==> src/rtl/decode_unit.sv <==
// RV32I OP/OP-IMM decode stage with a 32x32 register file, write-through bypass,
// a single-entry valid/ready output register and a free-running issue counter.
module decode_unit (
  input  logic        clk_in,
  input  logic        rst_in,
  input  logic        instr_valid_in,
  input  logic [31:0] instr_in,
  output logic        instr_ready_out,
  input  logic        wb_en_in,
  input  logic [4:0]  wb_rd_in,
  input  logic [31:0] wb_data_in,
  output logic        dec_valid_out,
  input  logic        alu_ready_in,
  output logic [6:0]  opcode_out,
  output logic [2:0]  funct3_out,
  output logic [6:0]  funct7_out,
  output logic [4:0]  rd_out,
  output logic [31:0] rs1_value_out,
  output logic [31:0] mux_result_out,
  output logic        illegal_out,
  output logic [15:0] issue_count_out
);

  localparam logic [6:0] OPC_OP     = 7'b0110011;
  localparam logic [6:0] OPC_OP_IMM = 7'b0010011;
  localparam logic [6:0] F7_ZERO    = 7'b0000000;
  localparam logic [6:0] F7_ALT     = 7'b0100000;

  logic [31:0] regs_q [32];

  logic        dec_valid_q, dec_valid_d;
  logic [6:0]  opcode_q, opcode_d;
  logic [2:0]  funct3_q, funct3_d;
  logic [6:0]  funct7_q, funct7_d;
  logic [4:0]  rd_q, rd_d;
  logic [31:0] rs1_value_q, rs1_value_d;
  logic [31:0] mux_result_q, mux_result_d;
  logic        illegal_q, illegal_d;
  logic [15:0] issue_count_q, issue_count_d;

  logic        ready;
  logic        accept;
  logic [4:0]  rs1_idx, rs2_idx;
  logic [31:0] rs1_val, rs2_val;
  logic [6:0]  opc, f7_raw;
  logic [2:0]  f3;
  logic        shift_f3;

  // A read returns the write-back value when it targets the same nonzero register
  function automatic logic [31:0] read_reg(
    input logic [4:0]  idx,
    input logic [31:0] stored,
    input logic        we,
    input logic [4:0]  wrd,
    input logic [31:0] wdata
  );
    logic [31:0] val;
    if (idx == 5'd0) begin
      val = 32'd0;
    end else if (we && (wrd == idx)) begin
      val = wdata;
    end else begin
      val = stored;
    end
    return val;
  endfunction

  assign ready   = !rst_in && (!dec_valid_q || alu_ready_in);
  assign accept  = instr_valid_in && ready;
  assign rs1_idx = instr_in[19:15];
  assign rs2_idx = instr_in[24:20];
  assign opc     = instr_in[6:0];
  assign f3      = instr_in[14:12];
  assign f7_raw  = instr_in[31:25];
  assign shift_f3 = (f3 == 3'b001) || (f3 == 3'b101);
  assign rs1_val = read_reg(rs1_idx, regs_q[rs1_idx], wb_en_in, wb_rd_in, wb_data_in);
  assign rs2_val = read_reg(rs2_idx, regs_q[rs2_idx], wb_en_in, wb_rd_in, wb_data_in);

  always_comb begin
    dec_valid_d   = dec_valid_q;
    opcode_d      = opcode_q;
    funct3_d      = funct3_q;
    funct7_d      = funct7_q;
    rd_d          = rd_q;
    rs1_value_d   = rs1_value_q;
    mux_result_d  = mux_result_q;
    illegal_d     = illegal_q;
    issue_count_d = issue_count_q;
    if (accept) begin
      dec_valid_d   = 1'b1;
      issue_count_d = issue_count_q + 16'd1;
      opcode_d      = opc;
      funct3_d      = f3;
      rd_d          = instr_in[11:7];
      // Unsupported forms of OP/OP-IMM still carry their operands; only foreign opcodes zero them
      if (opc == OPC_OP) begin
        rs1_value_d  = rs1_val;
        mux_result_d = rs2_val;
        funct7_d     = f7_raw;
        illegal_d    = !((f7_raw == F7_ZERO) ||
                         ((f7_raw == F7_ALT) && ((f3 == 3'b000) || (f3 == 3'b101))));
      end else if (opc == OPC_OP_IMM) begin
        rs1_value_d  = rs1_val;
        mux_result_d = {{20{instr_in[31]}}, instr_in[31:20]};
        funct7_d     = shift_f3 ? f7_raw : 7'd0;
        illegal_d    = ((f3 == 3'b001) && (f7_raw != F7_ZERO)) ||
                       ((f3 == 3'b101) && (f7_raw != F7_ZERO) && (f7_raw != F7_ALT));
      end else begin
        rs1_value_d  = 32'd0;
        mux_result_d = 32'd0;
        funct7_d     = 7'd0;
        illegal_d    = 1'b1;
      end
    end else if (alu_ready_in) begin
      dec_valid_d = 1'b0;
    end else begin
      dec_valid_d = dec_valid_q;
    end
  end

  always_ff @(posedge clk_in or posedge rst_in) begin
    if (rst_in) begin
      dec_valid_q   <= 1'b0;
      opcode_q      <= 7'd0;
      funct3_q      <= 3'd0;
      funct7_q      <= 7'd0;
      rd_q          <= 5'd0;
      rs1_value_q   <= 32'd0;
      mux_result_q  <= 32'd0;
      illegal_q     <= 1'b0;
      issue_count_q <= 16'd0;
    end else begin
      dec_valid_q   <= dec_valid_d;
      opcode_q      <= opcode_d;
      funct3_q      <= funct3_d;
      funct7_q      <= funct7_d;
      rd_q          <= rd_d;
      rs1_value_q   <= rs1_value_d;
      mux_result_q  <= mux_result_d;
      illegal_q     <= illegal_d;
      issue_count_q <= issue_count_d;
    end
  end

  always_ff @(posedge clk_in or posedge rst_in) begin
    if (rst_in) begin
      for (int i = 0; i < 32; i++) begin
        regs_q[i] <= 32'd0;
      end
    end else if (wb_en_in && (wb_rd_in != 5'd0)) begin
      regs_q[wb_rd_in] <= wb_data_in;
    end
  end

  assign instr_ready_out = ready;
  assign dec_valid_out   = dec_valid_q;
  assign opcode_out      = opcode_q;
  assign funct3_out      = funct3_q;
  assign funct7_out      = funct7_q;
  assign rd_out          = rd_q;
  assign rs1_value_out   = rs1_value_q;
  assign mux_result_out  = mux_result_q;
  assign illegal_out     = illegal_q;
  assign issue_count_out = issue_count_q;

endmodule

==> config.mk <==
export PLATFORM = sky130hd
export DESIGN_NAME = decode_unit
export DESIGN_NICKNAME = d
export VERILOG_FILES = /design/src/rtl/decode_unit.sv
export SDC_FILE = /design/constraint.sdc
export NUM_CORES = 2
export LEC_CHECK = 0
export BUFFER_PORTS_ARGS = -buffer_cell sky130_fd_sc_hd__buf_4
export CAP_MARGIN = 5
export CORE_MARGIN = 10
export CORE_UTILIZATION = 63
export DETAILED_ROUTE_END_ITERATION = 8
export PLACE_DENSITY = 0.82
export SYNTH_ARGS = -nofsm -noshare
export SYNTH_HDL_FRONTEND = slang
export SYNTH_SLANG_ARGS = --single-unit
==> constraint.sdc <==
create_clock -name clk_in -period 47.8 [get_ports clk_in]
set_clock_uncertainty 0.1 [all_clocks]
set_input_delay 7.17 -clock clk_in [delete_from_list [all_inputs] [get_ports clk_in]]
set_output_delay 7.17 -clock clk_in [all_outputs]
set_load 0.05 [all_outputs]
=== Word-level counts from Yosys, hierarchy flattened ===
Index checks and enable logic that the tools add are counted.

* Memory bits (read-only): 0
* Bits in latches: 0
* Output and inout port bits: 105
* Register bits after elaboration: 1128
* RAM bits: 0
* Logic and storage cells: 106
* Memories kept: 0

* $add $sub $neg: 1
* Bitwise logic cells: 3
* $mul: 0
* Multiplexer cells: 24
* $lt $le $gt $ge: 4
* Shift operators: 0
* Reductions and logical operators: 25
* Divide/modulo/power cells: 0
* Equality and inequality tests: 8

{| class="wikitable"
|+ Operators by type and width
! kind !! number
|-
| bitwise mux 1024 bit || 1
|-
| 2-to-1 mux 32 bit || 13
|-
| binary-select mux 32 bit (select 5 bit) || 2
|-
| demux 32 bit (select 5 bit) || 1
|-
| 2-to-1 mux 7 bit || 3
|-
| greater-or-equal comparator 6 bit (second input constant) || 3
|-
| inverter 5 -> 6 bit || 3
|-
| adder 16 x 1 -> 16 bit (second input constant) || 1
|-
| == test 7 x 6 -> 1 bit (second input constant) || 2
|-
| == test 5 bit || 2
|-
| logical AND 1 bit || 10
|-
| logical NOT 5 bit || 2
|-
| == test 7 x 5 -> 1 bit (second input constant) || 1
|-
| logical NOT 7 bit || 1
|-
| inequality test 7 x 6 -> 1 bit (second input constant) || 1
|-
| nonzero test 7 bit || 1
|-
| less-than comparator 6 x 1 -> 1 bit (second input constant) || 1
|-
| logical OR 1 bit || 5
|-
| nonzero test 5 bit || 1
|-
| 2-to-1 mux 1 bit || 4
|-
| == test 3 x 1 -> 1 bit (second input constant) || 1
|-
| == test 3 bit (second input constant) || 1
|-
| logical NOT 1 bit || 3
|-
| logical NOT 3 bit || 1
|-
| nonzero test 2 bit || 1
|}

=== Longest topological paths before layout ===
* Depth after elaboration: 8
* Mapped depth: 11
* Gate-level depth less buffers: 6

=== Least setup slack after synthesis ===
Ideal clock, no wire load.

* Path type: input to output
* Start point: input rst_in
* End point: output instr_ready_out
* Data arrival time: 32.554 ns
* Buffers on the path: 0
* Stages on the path: 2
* Data required time: 40.530 ns
* Setup slack: 7.976 ns
* Path through: inv_1 and2_1

* Word-level cells in the longest chain between the ends: 2

{| class="wikitable"
|+ Ends and longest elaborated chain
! element !! RTL line !! text
|-
| from (decl) || 5 || <nowiki>input logic rst_in,</nowiki>
|-
| logical NOT 1 bit (no line) || - ||
|-
| logical AND 1 bit || 68 || <nowiki>assign ready = !rst_in && (!dec_valid_q || alu_ready_in);</nowiki>
|-
| to (decl) || 8 || <nowiki>output logic instr_ready_out,</nowiki>
|}

No other way between the ends.

=== Final worst setup path ===
Ends and elaborated chain as after synthesis.

==> metrics.log <==
[metrics] Initial Utilization: 0.6339
[metrics] combinational fraction of design power: 0.189
[metrics] horizontal die dimension: between 300 and 400 microns
[metrics] Static Leak: 27.91 nW
[metrics] post-CTS clock slew at the launch and capture registers of the worst setup and hold paths: 0.06 ns
[metrics] H-tree depth reported by CTS: 3
[metrics] routability congestion estimate from global placement: 0.8833
[metrics] total vias in the final route: about 40000
[metrics] Worst Hold Class: flip-flop to flip-flop
[metrics] initial antenna violation count: 9
[metrics] part of the power in registers: 0.462
[metrics] max-slew violation count: 0
[metrics] nets@finish: 4027
[metrics] Clk Latency, worst-skew pair: 0.69 ns
[metrics] Detail Placement HPWL: 104200 microns
[metrics] clock buffer depth: 3
[metrics] Max-cap violations: 0
[metrics] startpoint-to-endpoint class of the critical path: input pin to primary output
[metrics] share of the clock period used by the worst path: 0.3240
[metrics] met1 global-route usage: 0.4453
[metrics] full die area: 0.1045 sq mm
[metrics] vias in the first global route: 40450
[metrics] number of buffers added by the clock tree synthesis step: between 100 and 150
[metrics] drt initial violations: a little over 5000
[metrics] number of hold violations in the final report: 0
[metrics] worst vdd rail ir drop: 0.00003402 V
[metrics] most instantiated flip-flop cell in the synthesis netlist: dfrtp_1
[metrics] core footprint: between 0.09 and 0.1 sq mm
[metrics] top cells by instance count after synthesis: dfrtp_1 (1128), mux2_2 (992), mux4_2 (416)
[metrics] Syn Std Cell Area: 0.05793 sq mm
[metrics] GRT met3 Usage: 0.1082
[metrics] clock sink total: 1128
[metrics] global-route wire length before repair: 262400 microns
[metrics] count of final setup violators: 0
[metrics] overflow left after global routing: 0
[metrics] met2 track utilization from global routing: 0.5049
[metrics] number of placement rows: about 110
[metrics] IO buf count: 178
[metrics] type of element capturing the critical path: primary output
[metrics] share of layout cells above drive strength 1: 0.4764
[metrics] fill cell total of the finished layout: 5945
[metrics] cell type with the highest aggregate area in the netlist: dfrtp_1
[metrics] number of gates resized after cts: 0
[metrics] clock tree from TritonCTS: done
[metrics] pin count of the biggest net entering global routing: 189
[metrics] number of top-level design ports: 179
[metrics] pin slew with the least headroom to its limit: 1.096 ns
[metrics] mean cell area of the mapped netlist: 14.44 sq um
[metrics] setup repair after global routing missed its margin: no
[metrics] cell-internal power: 1.992 mW
[metrics] Worst Path Required: 40.53 ns
[metrics] result of the run: complete, no violations
[metrics] post-synthesis net count: just over 4000
[metrics] Worst setup SP type: input pin
[metrics] share of the synthesized area in the top cell type: 0.4872
[metrics] biggest area contributors in the synthesized netlist: dfrtp_1 (49%), mux2_2 (19%), mux4_2 (16%), mux2i_1 (3.3%), o22ai_1 (1.9%)
[metrics] area grow syn2layout: 9.924%
[metrics] EDFF count, synth: 0
[metrics] post-synthesis cell type count: 60
[metrics] Post-Route Utilization: 0.6968
[metrics] post-synthesis async set-or-reset flop share: 1.000
[metrics] Die Height: roughly 320 microns
[metrics] mean routed wirelength per cell: 33.72 microns
[metrics] per-cell via count in the routed design: 7.522
[metrics] Clk network pwr share: 0.350
[metrics] share of synthesized area occupied by flip-flops and latches: 0.4872
[metrics] post-synthesis sequential element count: ~1100
[metrics] number of nets with antenna violations after detailed routing: 0
[metrics] hold bufs inserted after CTS: 0
[metrics] highest fanout seen on the critical path: 99
[metrics] clock root cell: clkbuf_16
[metrics] Synth Instances: 4011
[metrics] data arrival time of the worst path: just over 8 ns
[metrics] count of TritonRoute iterations in the first routing pass: 5
[metrics] upper clock frequency limit: around 0.065 GHz
[metrics] total wirelength of the detailed-routed design: 176500 microns
[metrics] switching fraction of total power: 0.2728
[metrics] power per standard cell area: between 40 and 50 mW/mm^2
[metrics] shortest period the worst path allows: roughly 15 ns
[metrics] most repeated cell in the gate-level netlist after synthesis: dfrtp_1
[metrics] worst max-slew margin expressed relative to the limit: 0.2696
[metrics] layer carrying the most global-route usage: met2
[metrics] postcts setup bufs: 0
[metrics] number of warnings issued by yosys: 0
[metrics] power spent charging and discharging nets: 0.7473 mW
[metrics] Total Negative Setup Slacks: 0 ns
[metrics] post-route DRC violation count: 0
[metrics] global-route usage over all layers: 0.3363
cell families after synthesis:
group / share of synthesized area
multiplexers: 0.3891
flip-flops: 0.4872
AO/OA/AOI/OAI: 0.05289
buffers and inverters: 0.03626
AND/OR/NAND/NOR: 0.03035
XOR/XNOR: 0.003931
adder cells (fa/ha/maj): 0.0002159
power groups by stage:
stage	logic [mW]	clock network (mW)	registers (mW)
final	0.517	0.957	1.26
after global routing	0.550	0.998	1.28
after CTS	0.516	0.960	1.26
after detailed placement	0.510	0	1.27
after global placement	0.493	0	1.26
after floorplan	0.386	0	1.26
final cells by class:
type,instances,area [sq um],area share
Sequential cell,1128,28230,0.4433
Tap cell,1186,1484,0.02330
Inverter,9,41.29,0.0006484
Antenna cell,3,7.507,0.0001179
Clock inverter,44,616.8,0.009686
Timing Repair Buffer,265,2081,0.03267
Clock buffer,165,3397,0.05334
Multi-Input combinational cell,2434,27830,0.4370
metal layers:
layer  vias up  routed length, microns
li1      15320                       -
met1     20940                   66640
met2      2532                   79990
met3       562                   20710
met4        14                    9026
met5         -                      90
final timing paths:
path	depth (start not counted)	slack, ns	startpoint	end
setup reg to reg	7	44.90	dec_valid_out	rs1_value_out[12]
min in group asynchronous	2	6.51	rst_in	regs_q[995]
setup / recovery	4	32.31	rst_in	instr_ready_out
max in group asynchronous	5	37.81	rst_in	regs_q[917]
hold reg to reg	0	0.30	regs_q[1003]	regs_q[1003]
hold / removal	0	0.30	regs_q[1003]	regs_q[1003]
cell usage in the layout (no fill, tap or decap), types with 8 or more instances in the layout:
cell and instances:
a21oi_1 47, a221oi_1 11, a22oi_1 131, and3_1 11
buf_4 256, bufinv_16 15, clkbuf_1 18, clkbuf_16 116
clkbuf_8 32, clkinv_2 25, dfrtp_1 1128, inv_1 8
mux2_1 8, mux2_2 992, mux2i_1 191, mux4_2 416
nand2_1 94, nand2_2 17, nand3_1 22, nand3b_1 8
nand4_1 26, nor2_1 68, nor2_4 17, nor3_1 20
o21ai_0 15, o221ai_1 16, o22ai_1 179, o31ai_1 31
or4_1 15, xnor2_1 19
metrics by stage:
step	setup WS, ns	cell area, sq um	instances	power, mW	hold slack [ns]
final	32.31	63680	5234	2.739	0.2971
after floorplan	7.976	57930	4011	1.644	0.3413
after global routing	32.20	63670	5231	2.829	0.3023
after detailed placement	32.25	59660	5022	1.781	0.2836
after CTS	32.25	63670	5231	2.732	0.2963
after global placement	32.25	59660	5022	1.750	0.2787
critical path: stages:
cell and delay [ns]:
buf_4 0.13, inv_8 0.46, and2_1 0.24, buf_4 0.20
flip-flops by register name, summed over array words and instances (netlist names):
register         flops
opcode_out           7
regs_q            1024
issue_count_out     16
funct3_out           3
funct7_out           7
dec_valid_out        1
rs1_value_out       32
illegal_out          1
rd_out               5
mux_result_out      32
Note: power is estimated with default switching activity, not from simulation.
